### src/rtl/change_dispenser.sv
// Greedy coin payout sequencer with per-denomination inventory; one PICK cycle per coin plus ISSUE until ack.
// Holds coin_req/coin_sel until the hopper acks; refunds arriving while busy are dropped, not queued.
module change_dispenser #(
  parameter int COIN_A   = 50,
  parameter int COIN_B   = 20,
  parameter int COIN_C   = 10,
  parameter int CNT_W    = 8,
  parameter int INIT_CNT = 20
) (
  input  logic             clk,
  input  logic             rst,
  input  logic             refund_req,
  input  logic [9:0]       refund_amt,
  input  logic             coin_ack,
  input  logic             maintenance,
  input  logic             restock,
  input  logic [1:0]       restock_sel,
  input  logic [CNT_W-1:0] restock_qty,
  output logic             coin_req,
  output logic [1:0]       coin_sel,
  output logic             busy,
  output logic             done,
  output logic [9:0]       short_amt,
  output logic [CNT_W-1:0] cnt_a,
  output logic [CNT_W-1:0] cnt_b,
  output logic [CNT_W-1:0] cnt_c,
  output logic [2:0]       state
);

  localparam logic [2:0] S_IDLE  = 3'd0;
  localparam logic [2:0] S_PICK  = 3'd1;
  localparam logic [2:0] S_ISSUE = 3'd2;
  localparam logic [2:0] S_DONE  = 3'd3;

  localparam logic [9:0]       VAL_A    = 10'(COIN_A);
  localparam logic [9:0]       VAL_B    = 10'(COIN_B);
  localparam logic [9:0]       VAL_C    = 10'(COIN_C);
  localparam logic [CNT_W-1:0] CNT_INIT = CNT_W'(INIT_CNT);

  logic [9:0] remaining;
  logic       elig_a;
  logic       elig_b;
  logic       elig_c;
  logic [9:0] issue_val;
  logic       do_restock;

  function automatic logic [CNT_W-1:0] sat_add(input logic [CNT_W-1:0] a,
                                                input logic [CNT_W-1:0] b);
    logic [CNT_W:0] s;
    s = {1'b0, a} + {1'b0, b};
    return s[CNT_W] ? {CNT_W{1'b1}} : s[CNT_W-1:0];
  endfunction

  // An empty denomination is never eligible, so inventory cannot underflow.
  assign elig_a = (VAL_A <= remaining) && (cnt_a != '0);
  assign elig_b = (VAL_B <= remaining) && (cnt_b != '0);
  assign elig_c = (VAL_C <= remaining) && (cnt_c != '0);

  always_comb begin
    issue_val = VAL_C;
    case (coin_sel)
      2'd0:    issue_val = VAL_A;
      2'd1:    issue_val = VAL_B;
      default: issue_val = VAL_C;
    endcase
  end

  assign do_restock = (state == S_IDLE) && maintenance && restock && (restock_sel != 2'd3);
  assign busy       = (state != S_IDLE);

  always_ff @(posedge clk or negedge rst) begin
    if (!rst) begin
      state     <= S_IDLE;
      coin_req  <= 1'b0;
      coin_sel  <= 2'd0;
      done      <= 1'b0;
      short_amt <= '0;
      remaining <= '0;
      cnt_a     <= CNT_INIT;
      cnt_b     <= CNT_INIT;
      cnt_c     <= CNT_INIT;
    end else begin
      done <= 1'b0;
      case (state)
        S_IDLE: begin
          if (refund_req) begin
            remaining <= refund_amt;
            state     <= S_PICK;
          end
          if (do_restock) begin
            case (restock_sel)
              2'd0:    cnt_a <= sat_add(cnt_a, restock_qty);
              2'd1:    cnt_b <= sat_add(cnt_b, restock_qty);
              default: cnt_c <= sat_add(cnt_c, restock_qty);
            endcase
          end
        end
        S_PICK: begin
          if (remaining == '0) begin
            short_amt <= '0;
            done      <= 1'b1;
            state     <= S_DONE;
          end else if (elig_a || elig_b || elig_c) begin
            coin_sel <= elig_a ? 2'd0 : (elig_b ? 2'd1 : 2'd2);
            coin_req <= 1'b1;
            state    <= S_ISSUE;
          end else begin
            short_amt <= remaining;
            done      <= 1'b1;
            state     <= S_DONE;
          end
        end
        S_ISSUE: begin
          if (coin_ack) begin
            remaining <= remaining - issue_val;
            coin_req  <= 1'b0;
            state     <= S_PICK;
            case (coin_sel)
              2'd0:    cnt_a <= cnt_a - 1'b1;
              2'd1:    cnt_b <= cnt_b - 1'b1;
              default: cnt_c <= cnt_c - 1'b1;
            endcase
          end
        end
        S_DONE: begin
          state <= S_IDLE;
        end
        default: begin
          state <= S_IDLE;
        end
      endcase
    end
  end

endmodule

### config.mk
export PLATFORM = sky130hd
export DESIGN_NAME = change_dispenser
export DESIGN_NICKNAME = d
export VERILOG_FILES = /design/src/rtl/change_dispenser.sv
export SDC_FILE = /design/constraint.sdc
export NUM_CORES = 1
export LEC_CHECK = 0
export CAP_MARGIN = 40
export CORE_ASPECT_RATIO = 0.8
export CORE_MARGIN = 2
export CORE_UTILIZATION = 37
export CTS_CLUSTER_SIZE = 40
export DETAILED_ROUTE_END_ITERATION = 12
export PLACE_DENSITY = 0.59
export SLEW_MARGIN = 20
export SYNTH_ARGS = -nofsm -noshare
export SYNTH_HDL_FRONTEND = slang
export SYNTH_SLANG_ARGS = --single-unit
### constraint.sdc
create_clock -name clk -period 5.8 [get_ports clk]
set_clock_uncertainty 0.1 [all_clocks]
set_input_delay 0.87 -clock clk [delete_from_list [all_inputs] [get_ports clk]]
set_output_delay 0.87 -clock clk [all_outputs]
set_load 0.02 [all_outputs]
==> flow_summary_export.csv, run 1 <==
group,metric,value,unit
sta,max_freq,0.296,GHz
synth,ys_async_sr_fraction,1.00,
global_routing,grt_busiest_layer,"met2",
pwr,peakVddDrop,0.219,mV
detailed_routing,vias_per_cell,5.56,
synth,synth-edff-count,0,
global_routing,grt_overflow,0,
clock_tree,cts_sinks,50,
detailed_routing,num_vias,3529,
synth,yosys-top-cells-area,"dfrtp_1 28%, ha_1 10%, a21oi_1 5.4%",
sta,worst_pin_slew,0.674,ns
clock_tree,cts_tree,"built",
worst_setup_path,worst-path-buf-inv,1,
worst_setup_path,worstPathRequired,5.85,ns
worst_setup_path,crit_fanout,6,
clock_tree,cts_setup_buffers,0,
worst_setup_path,worst_path_max_delay_cell,"clkdlybuf4s50_1",
global_routing,grtUsageMet3,0.0308,
worst_setup_path,path_class,"input pin to flop",
pwr,power.leakage,2.00,nW
sta,fin_crit_sh,0.583,
sta,finalHoldViolCount,0,
sta,finalSetupTns,0,ns
worst_setup_path,crit_family,"compound AO/OA/AOI/OAI gates",
worst_setup_path,worstPathCellList,"clkdlybuf4s50_1 > ha_1 > fa_1 > a211oi_1 > o21ai_0 > a311o_1 > nor2_1 > a221oi_1",
floorplan,die-area,0.0114,sq mm
global_routing,global_route.usage.met1,0.277,
sta,slew_headroom,0.539,
clock_tree,clk_pin_slew,0.07,ns
synth,avgSynthCellArea,9.00,sq um
synth,syn_area,0.00389,sq mm
placement,place_congestion,0.844,
global_routing,met2_usage,0.306,
synth,ys_warn_count,0,
final_layout,drive_gt1_frac,0.0768,
sta,setup_viol,0,
synth,synth_top_cell_by_area,"dfrtp_1",
pwr,p_sw,1.24,mW
global_routing,antenna_found_initial,0,
floorplan,io_pins,68,
clock_tree,htreeDepth,2,
run_status,status,"completed",
synth,netlist_instances,432,
final_layout,area_growth,24.3,%
synth,synth-seq-cells,50,
synth,synth_top_flop_cell,"dfrtp_1",
worst_setup_path,critPathCaptureType,"flop",
pwr,power_frac_clock,0.115,
pwr,seqPwrFrac,0.284,
floorplan,row_count,33,
synth,synthesis.nets,494,
detailed_routing,totalWireLength,10700,um
sta,grt_setup_unrepaired,"no",
synth,synth.yosys.seq_area_share,0.324,
pwr,sw_frac_of_total,0.476,
pwr,power_frac_comb,0.600,
placement,place_hpwl,8100,um
pwr,power.density,537,mW/mm^2
sta,slew_viol_final,0,
sta,finalCriticalPeriod,3.38,ns
detailed_routing,wire_per_inst,16.8,um
detailed_routing,antenna_left,0,
detailed_routing,drt-initial-drc-count,229,
synth,yosys.cell_types.count,64,
clock_tree,clock_latency,0.29,ns
final_layout,nNetsFinal,556,
clock_tree,clockBufferDepth,2,
clock_tree,cts_root_buf,"clkbuf_16",
global_routing,grt_max_degree,51,
detailed_routing,drc,0,
hold_path,hp-class,"flop to flop",
worst_setup_path,cp_slowest_stage_delay,0.51,ns
synth,synth_top_area_frac,0.283,
floorplan,die_h,95.7,um
worst_setup_path,crit_path_start_kind,"input pin",
detailed_routing,first_pass_iters,4,
clock_tree,cts_hold_buf,0,
final_layout,diodes,0,
clock_tree,numCtsBuffers,5,
floorplan,core,0.0102,sq mm
clock_tree,cts_resized,0,
final_layout,utilization,0.472,
flow_run,maxCapViolations,0,
global_routing,grt_pass1_wl,17200,um
worst_setup_path,crit_arrival,3.43,ns
pwr,p_int,1.36,mW
floorplan,start_util,0.380,
floorplan,die_x,119,um
global_routing,track_usage,0.192,
global_routing,grt_pass1_vias,3335,
placement,numPortBuffers,66,
## stage by stage
stage | worst slack (ns) | area (sq um) | hold WS, ns | total power [mW] | std cells
5_1_grt | 2.18 | 4840 | 0.411 | 2.82 | 635
3_5_place_dp | 2.11 | 4690 | 0.380 | 2.29 | 627
6_report | 2.42 | 4840 | 0.389 | 2.60 | 635
2_1_floorplan | 2.97 | 3890 | 0.378 | 1.76 | 432
3_3_place_gp | 2.17 | 4680 | 0.375 | 2.26 | 626
4_1_cts | 2.42 | 4840 | 0.396 | 2.60 | 635
## Yosys cell counts (7+ instances only)
master / n
nand2b_1: 8
nand2_1: 26
a31oi_1: 8
nand3_1: 9
o22ai_1: 7
nor2_1: 36
nor3_1: 14
clkbuf_1: 13
a221oi_1: 8
or3_1: 10
ha_1: 32
o21ai_0: 26
a21oi_1: 42
dfrtp_1: 44
a211oi_1: 9
inv_1: 16
xor2_1: 12
## worst register-to-register path: stages, from the launching register on
cell     delay, ns
dfrtp_1       0.46
inv_1         0.11
ha_1          0.18
or3b_1        0.41
or3_4         0.38
o31ai_4       0.35
nand4_4       0.35
mux2_1        0.41
## state kept, by name, summed over array words and instances (netlist names)
signal     cells
coin_req       1
state          2
short_amt     10
remaining     10
done           1
coin_sel       2
cnt_b          8
cnt_c          8
cnt_a          8
## cells in the final DEF, fill, tap and decap left out, types with 7 or more instances in the layout
cell             Yosys  routed
a211oi_1             9       9
a21oi_1             42      42
a221oi_1             8       8
a31oi_1              8       8
clkdlybuf4s50_1      0      65
dfrtp_1             44      44
ha_1                32      32
inv_1               16      16
nand2_1             26      26
nand2b_1             8       8
nand3_1              9       9
nor2_1              36      36
nor3_1              14      14
o21ai_0             26      26
o22ai_1              7       7
or3_1               10      10
xor2_1              12      12
## metal layers
metal  vias up  share of wire  wire (um)
li1       1758              -          -
met1      1692           0.50       5360
met2        71           0.44       4760
met3         8          0.045        482
met4         0         0.0089         95
met5         -              0          0
## cell type report
class                   count  area (sq um)
clock buffers               5           125
flip-flops and latches     50          1260
multi-input cells         350          2500
well taps                 140           175
clock inverters             3          21.3
fillers                  1007          5400
inverters                  17          63.8
repair buffers             70           689
## cell families after synthesis
family | count (synthesis) | synth area share
other | 1 | 0.000964
AND/OR/NAND/NOR | 141 | 0.197
adder cells (fa/ha/maj) | 36 | 0.124
flip-flops | 50 | 0.324
AO/OA/AOI/OAI | 145 | 0.249
multiplexers | 10 | 0.0344
XOR/XNOR | 17 | 0.0383
buffers and inverters | 32 | 0.0338
## path summary, 6_finish.rpt
path                                startpoint      endpoint  slack, ns  depth (start not counted)
worst min-delay path                  coin_req      coin_req       0.39                          1
max in group asynchronous                  rst      cnt_b[0]       4.54                          2
worst min register to register        coin_req      coin_req       0.39                          1
worst max-delay path            restock_qty[0]      cnt_b[6]       2.42                          8
min in group asynchronous                  rst      cnt_c[3]       0.58                          2
worst max register to register        cnt_a[1]  short_amt[1]       2.96                          7
## power groups by stage
stage	sequential (mW)	clock [mW]	combinational, mW
floorplan	0.776	0	0.983
global placement	0.740	0	1.52
detailed placement	0.744	0	1.54
CTS	0.738	0.305	1.56
global route	0.768	0.319	1.73
finish	0.738	0.300	1.56
Power figures use the tool's default switching activity.
==> inputs of run 2 (changes only) <==
--- a/config.mk
+++ b/config.mk
@@ -11,7 +11,7 @@
 export CORE_UTILIZATION = 37
 export CTS_CLUSTER_SIZE = 40
 export DETAILED_ROUTE_END_ITERATION = 12
-export PLACE_DENSITY = 0.59
+export PLACE_DENSITY = 0.62
 export SLEW_MARGIN = 20
 export SYNTH_ARGS = -nofsm -noshare
 export SYNTH_HDL_FRONTEND = slang
==> constraint.sdc (replaced) <==
create_clock -name clk -period 2.75 [get_ports clk]
set_clock_uncertainty 0.1 [all_clocks]
set_input_delay 0.4125 -clock clk [delete_from_list [all_inputs] [get_ports clk]]
set_output_delay 0.4125 -clock clk [all_outputs]
set_load 0.02 [all_outputs]
==> run 2 against run 1 <==
  * Clock power increased by 150%
  * Largest power group unchanged
  * Final cell count increased by 6.5%
  * Sequential cell count is the same
  * Count of clock-buffer cells in the layout stayed put
  * Register-to-register slack got worse by 2.8 ns
  * Critical path depth grew 1
  * Hold slack got worse by 0.36 ns
  * Routed wire length increased by 3.5%
==> flow_summary_export.csv, run 2 (synthesis gave the netlist of run 1 again) <==
group,metric,value,unit
run_status,status,"completed",
final_layout,mostFrequentLayoutCells,"65 x clkdlybuf4s50_1, 44 x dfrtp_1, 42 x a21oi_1, 42 x buf_4, 36 x nor2_1",
pwr,sw_frac_of_total,0.455,
detailed_routing,antenna_left,0,
floorplan,core,0.0102,sq mm
pwr,p_int,3.21,mW
clock_tree,clk_pin_slew,0.08,ns
clock_tree,cts_tree,"built",
worst_setup_path,crit_family,"compound AO/OA/AOI/OAI gates",
worst_setup_path,cp_slowest_stage_delay,0.52,ns
global_routing,grt_overflow,0,
pwr,power_frac_clock,0.125,
placement,post-place-ws,-0.267,ns
clock_tree,clock_latency,0.30,ns
detailed_routing,totalWireLength,11100,um
floorplan,die_h,95.7,um
worst_setup_path,worst-path-buf-inv,2,
detailed_routing,num_vias,3709,
sta,finalCriticalPeriod,2.68,ns
worst_setup_path,crit_path_start_kind,"input pin",
clock_tree,htreeDepth,2,
global_routing,grt_pass1_vias,3589,
placement,place_congestion,0.899,
final_layout,drive_gt1_frac,0.153,
worst_setup_path,worst_path_max_delay_cell,"clkdlybuf4s50_1",
sta,slew_viol_final,0,
global_routing,grt_max_degree,27,
final_layout,largestRegisters,"remaining: 10 flops, short_amt: 10 flops",
global_routing,antenna_found_initial,0,
floorplan,die_x,119,um
worst_setup_path,worstPathRequired,2.82,ns
placement,postPlaceCellArea,0.00499,sq mm
worst_setup_path,crit_arrival,2.75,ns
worst_setup_path,reg2reg_depth,8,
final_layout,final_common_cell,"clkdlybuf4s50_1",
pwr,p_sw,2.68,mW
clock_tree,clockBufferDepth,2,
sta,max_freq,0.372,GHz
sta,finalHoldViolCount,0,
sta,slew_headroom,0.579,
detailed_routing,first_pass_iters,5,
floorplan,row_count,33,
floorplan,die-area,0.0114,sq mm
placement,place_hpwl,8550,um
flow_run,maxCapViolations,0,
detailed_routing,wire_per_inst,16.4,um
final_layout,fin_cells,676,
pwr,seqPwrFrac,0.252,
pwr,power.density,1130,mW/mm^2
final_layout,area_growth,33.8,%
detailed_routing,vias_per_cell,5.49,
global_routing,grt_pass1_wl,17800,um
worst_setup_path,reg2reg_from,"cnt_b[0]",
detailed_routing,drc,0,
pwr,power_frac_comb,0.623,
pwr,peakVddDrop,0.495,mV
global_routing,track_usage,0.197,
sta,fin_crit_sh,0.976,
worst_setup_path,cp_num_cells,9,
pwr,finalPower,5.89,mW
worst_setup_path,cp_common_cell,"o21ai_0",
worst_setup_path,worstPathCellList,"clkdlybuf4s50_1 > ha_1 > fa_1 > a211oi_2 > o21ai_1 > a311o_1 > buf_4 > o21ai_0 > o21ai_0",
sta,finalSetupTns,0,ns
floorplan,io_pins,68,
final_layout,diodes,0,
clock_tree,cts_root_buf,"clkbuf_16",
sta,setup_viol,0,
worst_setup_path,path_class,"input pin to flop",
worst_setup_path,crit_fanout,3,
hold_path,hp-class,"input pin to async pin",
clock_tree,numCtsBuffers,5,
clock_tree,cts_sinks,50,
pwr,power.leakage,2.23,nW
placement,numPortBuffers,66,
detailed_routing,drt-initial-drc-count,308,
placement,dp_cells,666,
final_layout,nNetsFinal,597,
final_layout,fin_area,0.00521,sq mm
sta,worst_pin_slew,0.632,ns
worst_setup_path,critPathCaptureType,"flop",
worst_setup_path,rrSetupSlack,0.18,ns
floorplan,start_util,0.380,
sta,setup_slack,0.0653,ns
worst_setup_path,r2r_end,"short_amt[2]",
-- run 2: cell count changes in the layout (fill, tap and decap cells not counted), sizes merged --
cell / delta
clkinvlp: -1
buf: +41
bufinv: +1
clkinv: -1
inv: +1
-- run 2: final cells by class --
type / instances / area [sq um]
Fill cell: 986 / 5030
Tap cell: 140 / 175
Clock inverter: 3 / 43.8
Clock buffer: 5 / 125
Inverter: 17 / 63.8
Timing Repair Buffer: 111 / 1020
Sequential cell: 50 / 1260
Multi-Input combinational cell: 350 / 2520
-- run 2: worst max-delay path by stage --
stage | from | end | slack (ns)
final | restock_qty[0] | cnt_c[1] | 0.07
after global routing | restock_qty[0] | cnt_a[3] | -0.009
after CTS | restock_qty[0] | cnt_c[1] | 0.05
after detailed placement | restock_qty[0] | cnt_c[1] | -0.27
after global placement | restock_qty[0] | cnt_c[1] | -0.20
after floorplan | cnt_a[1] | short_amt[0] | 0.15
-- run 2: worst register-to-register path: cells and delay by family (launching register included) --
| kind | cells | cell delay (ns) |
|---|---|---|
| muxes | 1 | 0.30 |
| adders and majority gates | 1 | 0.19 |
| and+or+nand+nor | 3 | 0.92 |
| buffers and inverters | 2 | 0.26 |
| DFF | 1 | 0.38 |
| AOI/OAI and AO/OA | 1 | 0.31 |
-- run 2: what timing repair did --
item | in CTS | in global routing
gates resized for setup | 0 | 3
hold buffers | 0 | 0
setup endpoints to repair | 0 | 18
buffers inserted | 0 | 1
-- run 2: power by group through the flow --
stage / Clock (mW) / Sequential [mW] / Combinational [mW]
after floorplan: 0 / 1.64 / 2.07
after global placement: 0 / 1.49 / 3.56
after detailed placement: 0 / 1.50 / 3.61
after CTS: 0.757 / 1.49 / 3.63
after global routing: 0.784 / 1.54 / 4.09
final: 0.736 / 1.49 / 3.67
-- run 2: metrics by stage --
step | utilization | hold WS, ns
6_report | 0.508 | 0.0252
5_1_grt | 0.508 | 0.0713
4_1_cts | 0.504 | 0.0393
3_5_place_dp | 0.487 | 0.365
3_3_place_gp | 0.487 | 0.358
2_1_floorplan | - | 0.0169
-- run 2: layer usage --
layer / wire [um] / share of wire / global-route usage
met1: 5450 / 0.49 / 0.284
met4: 136 / 0.012 / 0.0506
met2: 4960 / 0.45 / 0.307
met3: 530 / 0.048 / 0.0361
met5: 0 / 0 / 0
==> inputs of run 3 (changes only) <==
--- a/config.mk
+++ b/config.mk
@@ -8,10 +8,10 @@
 export CAP_MARGIN = 40
 export CORE_ASPECT_RATIO = 0.8
 export CORE_MARGIN = 2
-export CORE_UTILIZATION = 37
+export CORE_UTILIZATION = 45
 export CTS_CLUSTER_SIZE = 40
 export DETAILED_ROUTE_END_ITERATION = 12
-export PLACE_DENSITY = 0.62
+export PLACE_DENSITY = 0.72
 export SLEW_MARGIN = 20
 export SYNTH_ARGS = -nofsm -noshare
 export SYNTH_HDL_FRONTEND = slang
==> run 3 against run 2 <==
  * Setup slack better by 0.068 ns
  * Hold slack improved by 0.38 ns
  * First-iteration DRC count is 19% lower
  * Count of clock-buffer cells in the layout is the same
  * Register-to-register slack about the same
  * Final cell count is 5.3% lower
  * Combinational power down 1%
  * Utilization up 8.9 points
  * Sequential cell count is the same
  * Power fell by 3.6%
  * Routed wire length shrank 0.51%
  * Critical path type unchanged
  * Highest routed layer unchanged
==> flow_summary_export.csv, run 3 (synthesis gave the netlist of run 1 again) <==
group,metric,value,unit
run_status,status,"completed",
final_layout,fillCellCount,764,
detailed_routing,wl_met3,717,um
floorplan,io_pins,68,
worst_setup_path,critPathCaptureType,"flop",
final_layout,diodes,0,
pwr,seqPwrFrac,0.265,
sta,slew_headroom,0.429,
detailed_routing,drt-initial-drc-count,251,
global_routing,grt_overflow,0,
clock_tree,cts_sinks,50,
placement,numPortBuffers,66,
sta,worst_pin_slew,0.857,ns
pwr,sw_frac_of_total,0.471,
detailed_routing,wire_per_inst,17.2,um
placement,place_congestion,0.874,
flow_run,maxCapViolations,0,
global_routing,grt_pass1_vias,3522,
worst_setup_path,startpoint,"restock_qty[0]",
hold_path,hp-class,"flop to flop",
worst_setup_path,worst-path-buf-inv,2,
floorplan,die_x,108,um
worst_setup_path,cp_num_cells,9,
floorplan,die-area,0.00941,sq mm
final_layout,nNetsFinal,589,
pwr,power.leakage,2.17,nW
placement,place_hpwl,8380,um
detailed_routing,totalWireLength,11000,um
worst_setup_path,reg2reg_from,"cnt_b[0]",
sta,max_freq,0.382,GHz
worst_setup_path,crit_arrival,2.70,ns
worst_setup_path,crit_path_start_kind,"input pin",
worst_setup_path,worst_path_max_delay_cell,"clkdlybuf4s50_1",
final_layout,mostFrequentLayoutCells,"65 x clkdlybuf4s50_1, 44 x dfrtp_1, 42 x a21oi_1, 36 x nor2_1, 34 x buf_4",
clock_tree,numCtsBuffers,5,
detailed_routing,wl_met2,4910,um
clock_tree,cts_tree,"built",
pwr,power.density,1120,mW/mm^2
final_layout,drive_gt1_frac,0.136,
sta,finalSetupTns,0,ns
clock_tree,htreeDepth,2,
pwr,finalPower,5.68,mW
detailed_routing,wl_met1,5360,um
final_layout,final_common_cell,"clkdlybuf4s50_1",
floorplan,start_util,0.461,
worst_setup_path,worstPathRequired,2.83,ns
final_layout,multi_input_area,0.00251,sq mm
pwr,p_int,3.00,mW
clock_tree,clockBufferDepth,2,
final_layout,largestRegisters,"remaining: 10 flops, short_amt: 10 flops",
worst_setup_path,crit_family,"compound AO/OA/AOI/OAI gates",
detailed_routing,drc,0,
worst_setup_path,worstPathCellList,"clkdlybuf4s50_1 > ha_1 > fa_1 > a211oi_2 > o21ai_1 > a311o_1 > buf_4 > o22ai_1 > o21ai_0",
worst_setup_path,r2r_end,"short_amt[0]",
clock_tree,clock_latency,0.31,ns
detailed_routing,antenna_left,0,
worst_setup_path,cp_slowest_stage_delay,0.49,ns
clock_tree,cts_root_buf,"clkbuf_8",
pwr,peakVddDrop,0.613,mV
worst_setup_path,rrSetupSlack,0.18,ns
global_routing,track_usage,0.242,
floorplan,row_count,30,
detailed_routing,first_pass_iters,5,
clock_tree,clk_pin_slew,0.11,ns
worst_setup_path,crit_fanout,3,
sta,setup_viol,0,
global_routing,grt_max_degree,51,
pwr,power_frac_clock,0.096,
global_routing,antenna_found_initial,0,
floorplan,die_h,87.2,um
sta,slew_viol_final,0,
sta,fin_crit_sh,0.952,
floorplan,core,0.00845,sq mm
worst_setup_path,path_class,"input pin to flop",
sta,finalCriticalPeriod,2.62,ns
sta,finalHoldViolCount,0,
worst_setup_path,crit_path_end,"cnt_c[0]",
sta,grt_setup_unrepaired,"no",
detailed_routing,num_vias,3764,
detailed_routing,vias_per_cell,5.88,
detailed_routing,top_layer,"met4",
global_routing,grt_pass1_wl,17900,um
final_layout,area_growth,29.8,%
pwr,power_frac_comb,0.639,
worst_setup_path,reg2reg_depth,8,
final_layout,ff_latch_area,0.00126,sq mm
pwr,p_sw,2.68,mW
run 3: per-stage QoR:
| stage | hold WS, ns | instance area [sq um] | setup slack (ns) | std cells | util |
|---|---|---|---|---|---|
| after floorplan | 0.0169 | 3890 | 0.151 | 432 | - |
| after global placement | 0.326 | 4900 | -0.217 | 630 | 0.580 |
| after detailed placement | 0.328 | 4900 | -0.272 | 630 | 0.580 |
| after CTS | 0.405 | 5020 | 0.0674 | 639 | 0.594 |
| after global routing | 0.429 | 5050 | 0.00284 | 640 | 0.598 |
| final | 0.401 | 5050 | 0.133 | 640 | 0.598 |
run 3: how the worst min path moves through the flow:
| stage | to | cells past startpoint | startpoint | slack (ns) |
|---|---|---|---|---|
| finish | short_amt[2] | 1 | short_amt[2] | 0.40 |
| global route | short_amt[1] | 1 | short_amt[1] | 0.43 |
| CTS | short_amt[2] | 1 | short_amt[2] | 0.41 |
| detailed placement | cnt_c[0] | 2 | rst | 0.33 |
| global placement | cnt_c[3] | 2 | rst | 0.33 |
| floorplan | cnt_a[0] | 0 | rst | 0.02 |
run 3: final cells by class:
class                   instances  share of cell area
clock buffers                   5              0.0136
clock inverters                 3             0.00867
inverters                      17              0.0126
multi-input cells             350               0.498
flip-flops and latches         50               0.249
well taps                     112              0.0278
repair buffers                103               0.190
run 3: power groups by stage:
stage                     clock, mW  sequential, mW  combinational (mW)
after floorplan                   0            1.64                2.07
after global placement            0            1.49                3.47
after detailed placement          0            1.50                3.55
after CTS                     0.553            1.49                3.59
after global routing          0.580            1.56                4.00
final                         0.546            1.50                3.63
run 3: routing by layer:
layer  up-vias  track usage
met5         -            0
met3         4       0.0337
li1       1809            -
met1      1810        0.370
met2       141        0.372
met4         0       0.0350
run 3: worst register-to-register path, cell delays in order, from the launching register on:
cell     delay [ns]
dfrtp_1        0.39
inv_1          0.08
ha_1           0.19
or3b_4         0.40
or3_4          0.37
o32ai_4        0.28
nand4_4        0.14
buf_12         0.18
mux2_4         0.31
run 3: timing repair:
| action | in CTS | in global routing |
|---|---|---|
| endpoints found under the setup margin | 0 | 19 |
| endpoints found under the hold margin | 33 | 0 |
| gates resized for setup | 0 | 3 |
| setup buffers | 0 | 1 |
| hold buffers | 1 | 0 |
